`src/rtl/i2s_slave_rx.sv`:
```
// i2s_slave_rx: I2S slave receiver; oversamples external BCLK and publishes stereo words
// Ports:
//   clk, rst            system clock, asynchronous active-high reset
//   i2s_bclk/lrclk/sdata external I2S pins (asynchronous to clk)
//   audio_ldata/rdata   last complete left/right words of one frame
//   audio_valid         1-clk strobe when audio_ldata/audio_rdata update
//   frame_err           1-clk strobe when a slot ends before DATA_WIDTH bits
module i2s_slave_rx #(
    parameter int DATA_WIDTH  = 16,
    parameter int SYNC_STAGES = 2
) (
    input  logic                  clk,
    input  logic                  rst,
    input  logic                  i2s_bclk,
    input  logic                  i2s_lrclk,
    input  logic                  i2s_sdata,
    output logic [DATA_WIDTH-1:0] audio_ldata,
    output logic [DATA_WIDTH-1:0] audio_rdata,
    output logic                  audio_valid,
    output logic                  frame_err
);
    localparam int CW = $clog2(DATA_WIDTH + 1);
    localparam logic [CW-1:0] LAST = CW'(DATA_WIDTH - 1);

    typedef enum logic [1:0] {WAIT_EDGE, SHIFT, HOLD} state_t;
    state_t state, state_next;

    logic [SYNC_STAGES-1:0] bclk_sync, lr_sync, sd_sync;
    logic                   bclk_d, chan, prev_lr, left_ok;
    logic [CW-1:0]          bit_cnt;
    logic [DATA_WIDTH-2:0]  shreg;
    logic [DATA_WIDTH-1:0]  left_buf, word;
    logic                   bclk_s, lr, sdata, rise, slot_start, shift_en, commit, err;

    assign bclk_s     = bclk_sync[SYNC_STAGES-1];
    assign lr         = lr_sync[SYNC_STAGES-1];
    assign sdata      = sd_sync[SYNC_STAGES-1];
    assign rise       = bclk_s & ~bclk_d;
    // The rise that reveals an LRCLK change carries the previous slot's LSB/pad.
    assign slot_start = rise & (lr ^ prev_lr);
    assign word       = {shreg, sdata};
    assign commit     = shift_en & (bit_cnt == LAST);

    // Identical chains keep bclk, lrclk and sdata aligned to each other.
    always_ff @(posedge clk or posedge rst) begin
        if (rst) begin
            bclk_sync <= '0;
            lr_sync   <= '0;
            sd_sync   <= '0;
            bclk_d    <= 1'b0;
        end else begin
            bclk_sync <= {bclk_sync[SYNC_STAGES-2:0], i2s_bclk};
            lr_sync   <= {lr_sync[SYNC_STAGES-2:0], i2s_lrclk};
            sd_sync   <= {sd_sync[SYNC_STAGES-2:0], i2s_sdata};
            bclk_d    <= bclk_s;
        end
    end

    always_ff @(posedge clk or posedge rst) begin
        if (rst) state <= WAIT_EDGE;
        else     state <= state_next;
    end

    always_comb begin
        state_next = state;
        shift_en   = 1'b0;
        err        = 1'b0;
        case (state)
            WAIT_EDGE: if (slot_start) state_next = SHIFT;
            SHIFT: begin
                if (slot_start) err = 1'b1;
                else if (rise) begin
                    shift_en = 1'b1;
                    if (bit_cnt == LAST) state_next = HOLD;
                end
            end
            HOLD:      if (slot_start) state_next = SHIFT;
            default:   state_next = WAIT_EDGE;
        endcase
    end

    always_ff @(posedge clk or posedge rst) begin
        if (rst) begin
            prev_lr     <= 1'b0;
            chan        <= 1'b0;
            bit_cnt     <= '0;
            shreg       <= '0;
            left_buf    <= '0;
            left_ok     <= 1'b0;
            audio_ldata <= '0;
            audio_rdata <= '0;
            audio_valid <= 1'b0;
            frame_err   <= 1'b0;
        end else begin
            audio_valid <= commit & chan & left_ok;
            frame_err   <= err;
            if (rise) prev_lr <= lr;
            if (slot_start) begin
                chan    <= lr;
                bit_cnt <= '0;
                // A right word is only published after its own left word.
                if (err || !lr) left_ok <= 1'b0;
            end else if (shift_en) begin
                shreg   <= word[DATA_WIDTH-2:0];
                bit_cnt <= bit_cnt + 1'b1;
                if (commit && !chan) begin
                    left_buf <= word;
                    left_ok  <= 1'b1;
                end else if (commit && left_ok) begin
                    audio_ldata <= left_buf;
                    audio_rdata <= word;
                    left_ok     <= 1'b0;
                end
            end
        end
    end
endmodule

```
`config.mk`:
```
export PLATFORM = sky130hd
export DESIGN_NAME = i2s_slave_rx
export DESIGN_NICKNAME = d
export VERILOG_FILES = /design/src/rtl/i2s_slave_rx.sv
export SDC_FILE = /design/constraint.sdc
export NUM_CORES = 1
export LEC_CHECK = 0
export ABC_AREA = 1
export CAP_MARGIN = 20
export CORE_ASPECT_RATIO = 0.9
export CORE_MARGIN = 3
export CORE_UTILIZATION = 44
export CTS_BUF_LIST = sky130_fd_sc_hd__clkbuf_4 sky130_fd_sc_hd__clkbuf_8
export CTS_CLUSTER_SIZE = 8
export DETAILED_ROUTE_END_ITERATION = 6
export PLACE_DENSITY_LB_ADDON = 0.3
export SLEW_MARGIN = 10
export SYNTH_ARGS = -nofsm -noshare
export SYNTH_HDL_FRONTEND = slang
export SYNTH_SLANG_ARGS = --single-unit
export TNS_END_PERCENT = 5
```
`constraint.sdc`:
```
create_clock -name clk -period 3.15 [get_ports clk]
set_clock_uncertainty 0.05 [all_clocks]
set_input_delay 0.63 -clock clk [delete_from_list [all_inputs] [get_ports clk]]
set_output_delay 0.63 -clock clk [all_outputs]
set_load 0.03 [all_outputs]
```
==> flow_summary.toml <==
[floorplan]
ports = 39
die_area_sq_um = 8700
core_sq_um = 7220
row_count = 29
initial_core_util_pct = 46.4
fp.dieW_microns = 98.0
die_y_microns = 88.8

[route]
drt-met1-wl_mm = 2.79
drt-total-wl_mm = 6.05
met2_wirelength_mm = 2.84
drc = 0
wl_met3_microns = 331
dr_iter_0_viols = 156
post_detailed_route_count_of_antenna_violating_nets = 0
via_per_inst = 5.02
drt_pass_1_iters = 4
routed_wire_length_per_instance_microns = 13.0
highest_layer = "met4"
detailroute.via_count = 2344

[sta]
timing.final.max_slew_violations = 0
timing.fmax_ghz = 0.454
fin_setup_tns_ns = 0
timing.final.crit_share_pct = 69.9
timing_hold_violations_final = 0
tightest_pin_transition_ns = 0.756
timing.max_slew.rel_slack_pct = 49.6
min_period_ns = 2.20
whs_ns = 0.306
grt_setup_unrepaired = "no"
setup_viol = 0

[yosys]
synthesis.instances = 337
dominant_cell_type_by_area_after_synthesis = "dfrtp_1"
netlist.area_leader.share_pct = 61.2
synth_nets = 344
yosys_register_bits = 82
synthesis.area_per_instance_sq_um = 9.94
yosysUniqueCellTypes = 24
post_synth_main_area_contributors = "dfrtp_1 (61%), nand2_1 (12%), nand4_1 (6.2%), o21ai_2 (3.9%), inv_1 (3.0%)"
netlist_area_sq_um = 3350
synthesis.yosys.warnings = 0
synth-seq-area-share_pct = 61.2

[critical_path]
critPathMaxFanout = 35
reg2reg_slack_ns = 0.95
slowest_stage_cell_crit_path = "dfrtp_1"
crit_path_start = "bit_cnt[0]"
crit_path_frequent_cell = "nand2_1"
critical_path.reg2reg.startpoint = "bit_cnt[0]"
worst_setup_path_end_kind = "register"
worst_ep_arrival_time_ns = 2.39
timing.critical_path.slowest_cell_delay_ns = 0.40
cp.required_ns = 3.33
worst_r2r_path_depth = 11
worstSetupStartpointType = "register"
critical_path.cell_chain = "ha_1, nand2_1, nor2_1, ha_1, inv_1, nor2_2, nand3_4, inv_6, nand3_4, nand2_1, nand2_1"
r2r-end = "audio_rdata[15]"
timing_worst_setup_path_type = "reg -> reg"

[placement]
hpwlAfterDp_mm = 4.01
placed_cells_incl_taps = 452
count_of_input_and_output_buffers = 38
place_congestion = 0.826

[power]
leakagePower_uw = 0.00193
power_density_nw_per_um2 = 548
vdd_drop_max_mv = 0.379

[global_routing]
global_route.usage.total_pct = 15.5
global_route.overflow_total = 0
maximum_number_of_pins_on_one_net_before_global_route_repair = 44
via_count_of_the_first_global_routing_pass = 2225
grt_antenna_before_repair = 0
grt_pass1_wl_mm = 10.6

[final_layout]
layout.cells.non_filler = 467
final_layout_size_suffix_gt1_share_pct = 12.6
layout-area-overhead-vs-synth_pct = 18.3
layout.area.seq_sq_um = 2050
multi_input_area_sq_um = 1040
nets = 377
total_of_fill_cells_in_the_finished_design = 619
num_antenna_cells = 0

[clocking]
worst_skew_pair.late_latency_ns = 0.35
postCtsResizedCells = 0
cts_buffer_depth = 2
cts_root_buffer = "clkbuf_8"
cts_buffers = 9
cts.repair_timing.setup_buffer_count = 0
cts.reportedPaths.clkPinSlew_ns = 0.08
htree_levels = 3
cts_hold_buf = 0
tritoncts_num_sinks = 82
tritoncts_clock_tree = "built"

[worst_hold_path]
worstHoldPathType = "reg -> reg"
whs_path_depth = 0
worst_min_delay_path_startpoint = "lr_sync[0]"
whs_endpoint = "lr_sync[1]"

[run_status]
outcome = "finished, final reports clean"

[run]
timing.max_cap.violations = 0
[cells in the final DEF, fill, tap and decap left out, types with 3 or more instances in the layout]
cell type / count
clkinv_2: 3
inv_1: 26
o21ai_0: 18
buf_4: 3
o21ai_2: 15
clkdlybuf4s50_1: 38
nand4_1: 33
o22ai_1: 3
nand2_1: 110
nand2_2: 4
dfrtp_1: 82
nor2_1: 3
nand3_1: 7
clkbuf_8: 9
[worst max-delay path, delay by kind of cell (launching register included)]
family | cells | cell delay, ns
simple gates | 7 | 1.00
fa+ha+maj | 2 | 0.34
flops | 1 | 0.40
buf+inv | 2 | 0.29
[flip-flops by register name (all words and copies together) (netlist names)]
register / count
audio_rdata: 16
left_ok: 1
sd_sync: 2
state: 2
bit_cnt: 5
lr_sync: 2
bclk_d: 1
prev_lr: 1
shreg: 15
left_buf: 16
audio_ldata: 16
frame_err: 1
audio_valid: 1
chan: 1
bclk_sync: 2
[how the worst max path moves through the flow]
stage | to | slack, ns | cells after the start
3_3_place_gp | audio_rdata[6] | 1.07 | 11
2_1_floorplan | audio_ldata[0] | 0.36 | 1
6_report | audio_rdata[15] | 0.95 | 11
5_1_grt | audio_ldata[11] | 0.74 | 11
4_1_cts | audio_rdata[15] | 0.95 | 11
3_5_place_dp | audio_rdata[15] | 0.97 | 11
[kinds of logic after synthesis]
| kind of cell | synth area share, % |
|---|---|
| compound gates | 7.77 |
| fa+ha+maj | 0.747 |
| buf+inv | 7.58 |
| flops | 61.2 |
| simple gates | 22.7 |
[layout make-up]
| cell class | count | area share, % |
|---|---|---|
| Clock inverter | 5 | 1.99 |
| Timing Repair Buffer | 42 | 10.7 |
| Clock buffer | 10 | 3.31 |
| Inverter | 30 | 3.00 |
| Sequential cell | 82 | 51.8 |
| Multi-Input combinational cell | 205 | 26.3 |
| Tap cell | 93 | 2.93 |
[per-layer routing]
layer,track usage [%],vias up
met5,0,-
met4,6.92,0
met3,4.73,9
met2,24.3,56
met1,20.1,1105
li1,-,1174
[Yosys cell counts]
master,count
a21oi_1,1
nand2_1,110
nand3_4,2
buf_6,6
nor2_2,2
buf_2,4
o31ai_1,2
inv_2,2
nand2_4,1
nand2_2,4
nor3_1,2
buf_1,1
inv_1,27
clkbuf_1,6
buf_4,3
o22ai_1,3
dfrtp_1,82
o21ai_0,18
nand4_1,33
inv_6,1
nor2_1,3
ha_1,2
o21ai_2,15
nand3_1,7
[power by group]
group / switching [uW] / internal (uW)
registers: 68.9 / 1110
clock network: 360 / 451
logic: 127 / 54.3
total: 556 / 1620
[per-stage QoR]
stage	cell area (sq um)	util [%]	power (uW)	worst slack (ns)
3_5_place_dp	3750	52.0	1380	0.972
6_report	3970	54.9	2170	0.947
4_1_cts	3970	54.9	2200	0.949
5_1_grt	3970	54.9	2280	0.738
3_3_place_gp	3750	52.0	1370	1.07
2_1_floorplan	3350	-	1320	0.362
Power figures use the tool's default switching activity.
